==> config.mk <==
export PLATFORM = sky130hd
export DESIGN_NAME = rs_dispatch_bank
export DESIGN_NICKNAME = d
export VERILOG_FILES = /design/src/rtl/rs_dispatch_bank.sv
export SDC_FILE = /design/constraint.sdc
export NUM_CORES = 1
export LEC_CHECK = 0
export ABC_AREA = 1
export CAP_MARGIN = 20
export CORE_AREA = 5 5 129 193
export CTS_CLUSTER_DIAMETER = 200
export DETAILED_ROUTE_END_ITERATION = 8
export DIE_AREA = 0 0 134 198
export PLACE_DENSITY = 0.84
export SLEW_MARGIN = 20
export SYNTH_ARGS = -nofsm -noshare
export SYNTH_HDL_FRONTEND = slang
export SYNTH_SLANG_ARGS = --single-unit
==> constraint.sdc <==
create_clock -name CLK -period 8.4 [get_ports CLK]
set_input_delay 2.52 -clock CLK [delete_from_list [all_inputs] [get_ports CLK]]
set_output_delay 2.52 -clock CLK [all_outputs]
set_load 0.1 [all_outputs]
==> src/rtl/rs_dispatch_bank.sv <==
// Bank of add/sub reservation stations with CDB wakeup and an oldest-first
// dispatcher feeding one arithmetic unit through a valid/ready register.
module rs_dispatch_bank #(
    parameter int unsigned NUM_RS = 4,
    parameter int unsigned DATA_W = 16,
    parameter int unsigned TAG_W  = 3,
    parameter int unsigned OP_W   = 3,
    parameter int unsigned AGE_W  = 10
) (
    input  logic              CLK,
    input  logic              CLR,
    input  logic              flush,
    input  logic              issue_valid,
    output logic              issue_ready,
    input  logic [OP_W-1:0]   issue_op,
    input  logic [TAG_W-1:0]  issue_tag_a,
    input  logic [DATA_W-1:0] issue_val_a,
    input  logic [TAG_W-1:0]  issue_tag_b,
    input  logic [DATA_W-1:0] issue_val_b,
    output logic [TAG_W-1:0]  alloc_tag,
    input  logic              cdb_valid,
    input  logic [TAG_W-1:0]  cdb_tag,
    input  logic [DATA_W-1:0] cdb_data,
    output logic              disp_valid,
    input  logic              disp_ready,
    output logic [OP_W-1:0]   disp_op,
    output logic [DATA_W-1:0] disp_a,
    output logic [DATA_W-1:0] disp_b,
    output logic [TAG_W-1:0]  disp_tag,
    output logic [NUM_RS-1:0] busy
);

    localparam int unsigned IDX_W = (NUM_RS > 1) ? $clog2(NUM_RS) : 1;

    logic [OP_W-1:0]   ent_op    [NUM_RS];
    logic [TAG_W-1:0]  ent_tag_a [NUM_RS];
    logic [DATA_W-1:0] ent_val_a [NUM_RS];
    logic [TAG_W-1:0]  ent_tag_b [NUM_RS];
    logic [DATA_W-1:0] ent_val_b [NUM_RS];
    logic [AGE_W-1:0]  ent_age   [NUM_RS];
    logic [AGE_W-1:0]  age_ctr;

    logic [NUM_RS-1:0] ent_ready;
    logic              free_found;
    logic [IDX_W-1:0]  free_idx;
    logic              sel_found;
    logic [IDX_W-1:0]  sel_idx;
    logic [AGE_W-1:0]  age_diff;
    logic              accept;
    logic              load;
    logic              cdb_live;
    logic              byp_a;
    logic              byp_b;

    // Lowest-index free entry for allocation.
    always_comb begin
        free_found = 1'b0;
        free_idx   = '0;
        for (int unsigned i = 0; i < NUM_RS; i++) begin
            if (!busy[i] && !free_found) begin
                free_found = 1'b1;
                free_idx   = IDX_W'(i);
            end
        end
    end

    assign issue_ready = !flush && free_found;
    assign accept      = issue_valid && issue_ready;
    assign alloc_tag   = accept ? (TAG_W'(free_idx) + TAG_W'(1)) : '0;
    assign cdb_live    = cdb_valid && (cdb_tag != '0);
    assign byp_a       = cdb_live && (cdb_tag == issue_tag_a);
    assign byp_b       = cdb_live && (cdb_tag == issue_tag_b);

    // Oldest ready entry; the modular age difference keeps ordering valid across wrap.
    always_comb begin
        sel_found = 1'b0;
        sel_idx   = '0;
        age_diff  = '0;
        ent_ready = '0;
        for (int unsigned i = 0; i < NUM_RS; i++) begin
            ent_ready[i] = busy[i] && (ent_tag_a[i] == '0) && (ent_tag_b[i] == '0);
            if (ent_ready[i]) begin
                if (!sel_found) begin
                    sel_found = 1'b1;
                    sel_idx   = IDX_W'(i);
                end else begin
                    age_diff = ent_age[i] - ent_age[sel_idx];
                    if (age_diff[AGE_W-1]) begin
                        sel_idx = IDX_W'(i);
                    end
                end
            end
        end
    end

    assign load = (!disp_valid || disp_ready) && sel_found;

    always_ff @(posedge CLK) begin
        if (!CLR) begin
            busy       <= '0;
            disp_valid <= 1'b0;
            disp_op    <= '0;
            disp_a     <= '0;
            disp_b     <= '0;
            disp_tag   <= '0;
            age_ctr    <= '0;
            for (int unsigned i = 0; i < NUM_RS; i++) begin
                ent_op[i]    <= '0;
                ent_tag_a[i] <= '0;
                ent_val_a[i] <= '0;
                ent_tag_b[i] <= '0;
                ent_val_b[i] <= '0;
                ent_age[i]   <= '0;
            end
        end else if (flush) begin
            busy       <= '0;
            disp_valid <= 1'b0;
            age_ctr    <= '0;
        end else begin
            // CDB wakeup of pending operands in occupied entries.
            for (int unsigned i = 0; i < NUM_RS; i++) begin
                if (busy[i] && cdb_live) begin
                    if (ent_tag_a[i] == cdb_tag) begin
                        ent_tag_a[i] <= '0;
                        ent_val_a[i] <= cdb_data;
                    end
                    if (ent_tag_b[i] == cdb_tag) begin
                        ent_tag_b[i] <= '0;
                        ent_val_b[i] <= cdb_data;
                    end
                end
            end

            if (accept) begin
                busy[free_idx]      <= 1'b1;
                ent_op[free_idx]    <= issue_op;
                ent_tag_a[free_idx] <= byp_a ? '0 : issue_tag_a;
                ent_val_a[free_idx] <= byp_a ? cdb_data : issue_val_a;
                ent_tag_b[free_idx] <= byp_b ? '0 : issue_tag_b;
                ent_val_b[free_idx] <= byp_b ? cdb_data : issue_val_b;
                ent_age[free_idx]   <= age_ctr;
                age_ctr             <= age_ctr + AGE_W'(1);
            end

            if (load) begin
                busy[sel_idx] <= 1'b0;
                disp_valid    <= 1'b1;
                disp_op       <= ent_op[sel_idx];
                disp_a        <= ent_val_a[sel_idx];
                disp_b        <= ent_val_b[sel_idx];
                disp_tag      <= TAG_W'(sel_idx) + TAG_W'(1);
            end else if (disp_ready) begin
                disp_valid <= 1'b0;
            end
        end
    end

endmodule
# Word level (Yosys, flattened, before mapping)
# Memories as Yosys holds them, arrays and structs flattened. A register that Yosys moved wholly into a read port is not among the register bits.
# Index checks and enable logic that the tools add are counted.
# totals
out_inout_bits	47
wordCells	201
n_memories	6
inputBits	66
ram_bits	204
reg_bits	18
# memory_table
memory	depth	word_bits	rd	rd_clocked_by_memory_dff	write_ports	line_no	text
ent_val_a	4	16	1	1	5	37	logic [DATA_W-1:0] ent_val_a [NUM_RS];
ent_val_b	4	16	1	1	5	39	logic [DATA_W-1:0] ent_val_b [NUM_RS];
ent_age	4	10	6	0	4	40	logic [AGE_W-1:0] ent_age [NUM_RS];
ent_op	4	3	1	1	4	35	logic [OP_W-1:0] ent_op [NUM_RS];
ent_tag_a	4	3	4	0	5	36	logic [TAG_W-1:0] ent_tag_a [NUM_RS];
ent_tag_b	4	3	4	0	5	38	logic [TAG_W-1:0] ent_tag_b [NUM_RS];
# op_classes
n_eq_ne	10
add_sub_neg	6
bitwise_logic	21
n_reduce_logical	48
muxes	102
n_lt_le_gt_ge	4
# op_table
op	n
two-way mux 16 bit	10
two-way mux 1 bit	63
two-way mux 3 bit	12
== test 3 bit	10
subtractor 10 bit	3
logical NOT 3 bit	8
logical AND 1 bit	23
two-way mux 2 bit	10
two-way mux 4 bit	4
OR 1 bit	16
adder 10 x 1 -> 10 bit (second input constant)	1
logical NOT 1 bit	10
two-way mux 10 bit	1
OR reduction 10 bit	1
adder 2 x 1 -> 3 bit (second input constant)	2
less-than comparator 2 x 3 -> 1 bit (second input constant)	2
bitwise AND 4 bit	1
demux 1 bit (select 2 bit)	2
greater-or-equal comparator 2 x 1 -> 1 bit (second input constant)	2
inverter 4 bit	1
OR 4 bit	1
nonzero test 3 bit	1
OR reduction 3 bit	1
inverter 1 bit	2
4 further kinds	4

# Depth between registers and ports, before layout
# An unclocked memory read counts as a cell.
# depth
depth_word	24
depth_mapped	48
mapped_depth_nobuf	44

# Worst setup path before layout
# Ideal clock, no wire load.
# synth_timing
kind	input-to-output
start	input flush
end	output alloc_tag[0]
required_time_ns	5.880
cell_stages	5
arrival_time_ns	5.975
path_slack_ns	-0.095
n_path_buf	2
cell_sequence	clkbuf_1 a31oi_1 nand2_1 clkbuf_1 nor2_1
# synth_via
elab_chain_len	4
# synth_lines
item	line_no	text
from (decl)	12	input logic flush,
logical NOT 1 bit	67	assign issue_ready = !flush && free_found;
logical AND 1 bit	67	
via issue_ready	14	output logic issue_ready,
logical AND 1 bit	68	assign accept = issue_valid && issue_ready;
two-way mux 3 bit	69	assign alloc_tag = accept ? (TAG_W'(free_idx) + TAG_W'(1)) : '0;
to (decl)	20	output logic [TAG_W-1:0] alloc_tag,
# The timed path passes the listed nets, and every way through them passes these cells.

==> flow_summary.html <==
<table>
<tr><th>Metric</th><th>Value</th></tr>
<tr><th colspan="2">Outcome</th></tr>
<tr><td>Run status</td><td>complete, no violations</td></tr>
<tr><th colspan="2">Clock tree</th></tr>
<tr><td>Reg clk slew, reported paths</td><td>about 0.07 ns</td></tr>
<tr><td>CTS tree</td><td>yes</td></tr>
<tr><td>Count of hold-fix buffers inserted at cts</td><td>0</td></tr>
<tr><td>TritonCTS Sinks</td><td>257</td></tr>
<tr><td>TritonCTS buffer count</td><td>24</td></tr>
<tr><td>H-tree lvl count</td><td>1</td></tr>
<tr><td>Buffers inserted during post-CTS setup optimization</td><td>0</td></tr>
<tr><td>CTS root buf</td><td>sky130_fd_sc_hd__clkbuf_16</td></tr>
<tr><td>Clock buffer depth</td><td>3</td></tr>
<tr><td>Cells resized by post-CTS repair</td><td>0</td></tr>
<tr><td>Insertion delay of the later-clocked pin in the worst-skew pair</td><td>0.54 ns</td></tr>
<tr><th colspan="2">Setup path</th></tr>
<tr><td>Worst-path maximum fanout</td><td>72</td></tr>
<tr><td>Cell family with the largest share of critical-path delay</td><td>simple AND/OR/NAND/NOR gates</td></tr>
<tr><td>Crit path largest cell delay</td><td>0.63 ns</td></tr>
<tr><td>Critical Path Source Type</td><td>flip-flop</td></tr>
<tr><td>Required time of the critical path</td><td>8.88 ns</td></tr>
<tr><td>Critical Path Sink Type</td><td>flip-flop</td></tr>
<tr><td>Most prevalent standard cell on the critical path</td><td>sky130_fd_sc_hd__nand2_1</td></tr>
<tr><td>Count of cells along the worst register-to-register path</td><td>36</td></tr>
<tr><td>Data arrival at the endpoint of the critical path</td><td>7.83 ns</td></tr>
<tr><td>Number of cells on the critical path</td><td>36</td></tr>
<tr><td>Worst Path Class, Setup</td><td>reg2reg</td></tr>
<tr><td>Buffers plus inverters on the worst setup path</td><td>4</td></tr>
<tr><td>Library cell contributing the largest single delay on the critical path</td><td>sky130_fd_sc_hd__nand2_4</td></tr>
<tr><th colspan="2">Floorplanning</th></tr>
<tr><td>Floorplan die width</td><td>134 um</td></tr>
<tr><td>Total Die Area</td><td>26500 um^2</td></tr>
<tr><td>Io pins</td><td>~110</td></tr>
<tr><td>Site row count</td><td>between 60 and 70</td></tr>
<tr><td>Floorplan die height</td><td>198 um</td></tr>
<tr><td>Core outline area</td><td>22900 um^2</td></tr>
<tr><td>Initial Utilization</td><td>59.3%</td></tr>
<tr><th colspan="2">STA</th></tr>
<tr><td>Number of pins with negative max-slew slack in the final report</td><td>0</td></tr>
<tr><td>Clock tree skew after final layout</td><td>~0.016 ns</td></tr>
<tr><td>Final number of setup-violating endpoints</td><td>0</td></tr>
<tr><td>Slew margin rel.</td><td>about a third</td></tr>
<tr><td>Timing-limited maximum frequency</td><td>approximately 140 MHz</td></tr>
<tr><td>Accumulated negative setup slack</td><td>0 ns</td></tr>
<tr><td>Number of hold violations in the final report</td><td>0</td></tr>
<tr><td>Min Tclk post-route</td><td>7.34 ns</td></tr>
<tr><td>Final period utilization</td><td>87.4%</td></tr>
<tr><td>RSZ-0062 raised after global routing</td><td>no</td></tr>
<tr><td>Worst slew pin tran</td><td>1.02 ns</td></tr>
<tr><th colspan="2">Detailed routing</th></tr>
<tr><td>Via Count</td><td>11900</td></tr>
<tr><td>Violation count after the first detailed-routing iteration</td><td>around 1500</td></tr>
<tr><td>Via density per instance</td><td>6.23</td></tr>
<tr><td>DRC violation count after routing</td><td>0</td></tr>
<tr><td>Remaining antenna violation count</td><td>0</td></tr>
<tr><td>WL per Instance</td><td>20.5 um</td></tr>
<tr><td>Detailed-route wire length</td><td>about 40000 um</td></tr>
<tr><td>Number of detailed-route iterations in the first pass</td><td>6</td></tr>
<tr><th colspan="2">Global routing</th></tr>
<tr><td>Wire length of the first global-routing pass</td><td>61200 um</td></tr>
<tr><td>Overflow left after global routing</td><td>0</td></tr>
<tr><td>Vias in the first global route</td><td>around 12000</td></tr>
<tr><td>GR Util All Layers</td><td>29.2%</td></tr>
<tr><td>Pin count of the biggest net entering global routing</td><td>75</td></tr>
<tr><td>Antenna violations before repair</td><td>0</td></tr>
<tr><th colspan="2">Worst hold path</th></tr>
<tr><td>Path class of the lowest-slack min-delay path</td><td>reg2reg</td></tr>
<tr><td>Min-Delay Path Depth</td><td>2</td></tr>
<tr><th colspan="2">Logic synthesis</th></tr>
<tr><td>Basic-gate share of the synthesized area counting and, or, nand and nor cells</td><td>roughly a fifth</td></tr>
<tr><td>Part of the Yosys area used for sequential elements</td><td>52.9%</td></tr>
<tr><td>Post-synthesis area per instance</td><td>between 8 and 9 um^2</td></tr>
<tr><td>Number of instances in the synthesized netlist</td><td>approximately 1600</td></tr>
<tr><td>Asr flop ratio synth</td><td>0%</td></tr>
<tr><td>Leading register cell type out of synthesis</td><td>sky130_fd_sc_hd__edfxtp_1</td></tr>
<tr><td>Dominant combinational cell family by area after synthesis</td><td>simple AND/OR/NAND/NOR gates</td></tr>
<tr><td>Yosys Warn Count</td><td>0</td></tr>
<tr><td>Top post-synthesis cells by area</td><td>sky130_fd_sc_hd__edfxtp_1 (45%), sky130_fd_sc_hd__dfxtp_1 (7.8%), sky130_fd_sc_hd__nand2_1 (6.6%), sky130_fd_sc_hd__nand3_1 (6.2%), sky130_fd_sc_hd__o22ai_1 (6.1%)</td></tr>
<tr><td>Dominant cell type by area after synthesis</td><td>sky130_fd_sc_hd__edfxtp_1</td></tr>
<tr><td>Synth Register Bits</td><td>257</td></tr>
<tr><td>Area fraction of the dominant cell type after synthesis</td><td>45.1%</td></tr>
<tr><td>Mapped cell area</td><td>13600 um^2</td></tr>
<tr><td>Post-synth EDFFs</td><td>204</td></tr>
<tr><td>Fraction of the mapped netlist area in compound gates</td><td>13.1%</td></tr>
<tr><td>Area share of xor/xnor cells in the synthesized design</td><td>between 1 and 1.5%</td></tr>
<tr><td>Adder-cell share of the synthesized area</td><td>under 10%</td></tr>
<tr><td>Dominant cell by count in the synthesized netlist</td><td>sky130_fd_sc_hd__nand2_1</td></tr>
<tr><td>Top cells by instance count after synthesis</td><td>sky130_fd_sc_hd__nand2_1 (240), sky130_fd_sc_hd__edfxtp_1 (204), sky130_fd_sc_hd__inv_1 (195)</td></tr>
<tr><td>Post-synth cell types</td><td>40</td></tr>
<tr><td>Multiplexer share of the synthesized area</td><td>0%</td></tr>
<tr><td>Synthesized netlist net count</td><td>1653</td></tr>
<tr><th colspan="2">Pwr</th></tr>
<tr><td>Lkg Pwr</td><td>roughly 6.5 nW</td></tr>
<tr><td>Overall Power</td><td>0.00286 W</td></tr>
<tr><td>Peak VDD IR</td><td>around 0.19 mV</td></tr>
<tr><td>Power per cell area</td><td>about 180 nW/um^2</td></tr>
<tr><th colspan="2">Final layout</th></tr>
<tr><td>Fillers</td><td>1733</td></tr>
<tr><td>Share of layout cells above drive strength 1</td><td>7.65%</td></tr>
<tr><td>Layout net count</td><td>1715</td></tr>
<tr><td>Synthesis-to-layout area growth</td><td>15.1%</td></tr>
<tr><td>Ant. Diodes</td><td>0</td></tr>
<tr><th colspan="2">Placement</th></tr>
<tr><td>Total of buffers placed on input and output ports</td><td>112</td></tr>
<tr><td>Placed wire-length estimate</td><td>25200 um</td></tr>
<tr><td>Final RePlAce weighted congestion</td><td>0.899</td></tr>
<tr><th colspan="2">Run</th></tr>
<tr><td>Max_cap viols</td><td>0</td></tr>
</table>
==> placed cells by master (no fill, tap or decap), types with 8 or more instances in the layout <==
| cell | instances |
|---|---|
| sky130_fd_sc_hd__xor2_1 | 8 |
| sky130_fd_sc_hd__inv_1 | 194 |
| sky130_fd_sc_hd__ha_1 | 33 |
| sky130_fd_sc_hd__clkinv_1 | 15 |
| sky130_fd_sc_hd__o21ai_0 | 74 |
| sky130_fd_sc_hd__o22ai_1 | 132 |
| sky130_fd_sc_hd__clkbuf_16 | 26 |
| sky130_fd_sc_hd__clkdlybuf4s50_1 | 108 |
| sky130_fd_sc_hd__xnor2_1 | 10 |
| sky130_fd_sc_hd__dfxtp_1 | 53 |
| sky130_fd_sc_hd__edfxtp_1 | 204 |
| sky130_fd_sc_hd__a21oi_1 | 93 |
| sky130_fd_sc_hd__nor2_1 | 141 |
| sky130_fd_sc_hd__nand2_1 | 239 |
| sky130_fd_sc_hd__or2_2 | 44 |
| sky130_fd_sc_hd__buf_4 | 18 |
| sky130_fd_sc_hd__nand3_1 | 169 |
==> tightest hold or removal path: stages, from the launching register on <==
cell                      delay (ns)
sky130_fd_sc_hd__dfxtp_1        0.31
sky130_fd_sc_hd__nand2_1        0.06
sky130_fd_sc_hd__a21oi_1        0.05
==> cell families after synthesis <==
kind of cell | count (synthesis)
DFF | 257
buffers and inverters | 302
AOI/OAI and AO/OA | 315
and+or+nand+nor | 629
adders and majority gates | 33
xor gates and xnor gates | 18
==> layer usage <==
layer | vias up | global-route usage [%] | routed length, um
met1 | 5485 | 33.1 | 13000
met3 | 165 | 4.75 | 4290
met5 | - | 0 | 0
li1 | 5446 | - | -
met4 | 0 | 14.7 | 1890
met2 | 836 | 52.8 | 19900
==> worst paths after layout <==
kind	start	to	slack, ns
setup / recovery	ent_age[1][8]	busy[0]	1.06
hold / removal	disp_tag[2]	disp_tag[2]	0.47
setup reg to reg	ent_age[1][8]	busy[0]	1.06
hold reg to reg	disp_tag[2]	disp_tag[2]	0.47
==> final cells by class <==
| type | count | area [um^2] | area share, % |
|---|---|---|---|
| clock buffers | 32 | 713 | 4.56 |
| multi-input cells | 995 | 5210 | 33.3 |
| well taps | 280 | 350 | 2.24 |
| inverters | 211 | 792 | 5.07 |
| repair buffers | 127 | 1240 | 7.91 |
| clock inverters | 12 | 143 | 0.912 |
| flip-flops and latches | 257 | 7190 | 46.0 |
==> report_power, final <==
group	leakage, nW	internal, W	total (W)	switching, W
clock network	0.421	0.000690	0.00119	0.000495
logic	3.49	0.0000869	0.000244	0.000158
registers	2.54	0.00142	0.00144	0.0000181
total	6.45	0.00219	0.00286	0.000670
==> registers in the layout, summed over array words and instances (netlist names) <==
register and cells:
ent_tag_b 12, busy 4, age_ctr 10, ent_age 40, ent_val_a 64, disp_valid 1
disp_b 16, disp_op 3, ent_op 12, disp_tag 3, ent_val_b 64, ent_tag_a 12
disp_a 16
==> metrics by stage <==
stage,setup slack (ns),utilization [%],instances,hold slack [ns],area [um^2]
after global placement,1.44,64.5,1870,0.438,14800
final,1.06,68.3,1914,0.470,15600
after CTS,1.15,68.3,1914,0.471,15600
after floorplan,0.539,-,1554,0.427,13600
after global routing,0.342,68.3,1914,0.497,15600
after detailed placement,1.18,64.5,1870,0.461,14800
(Power assumes the default switching activity.)
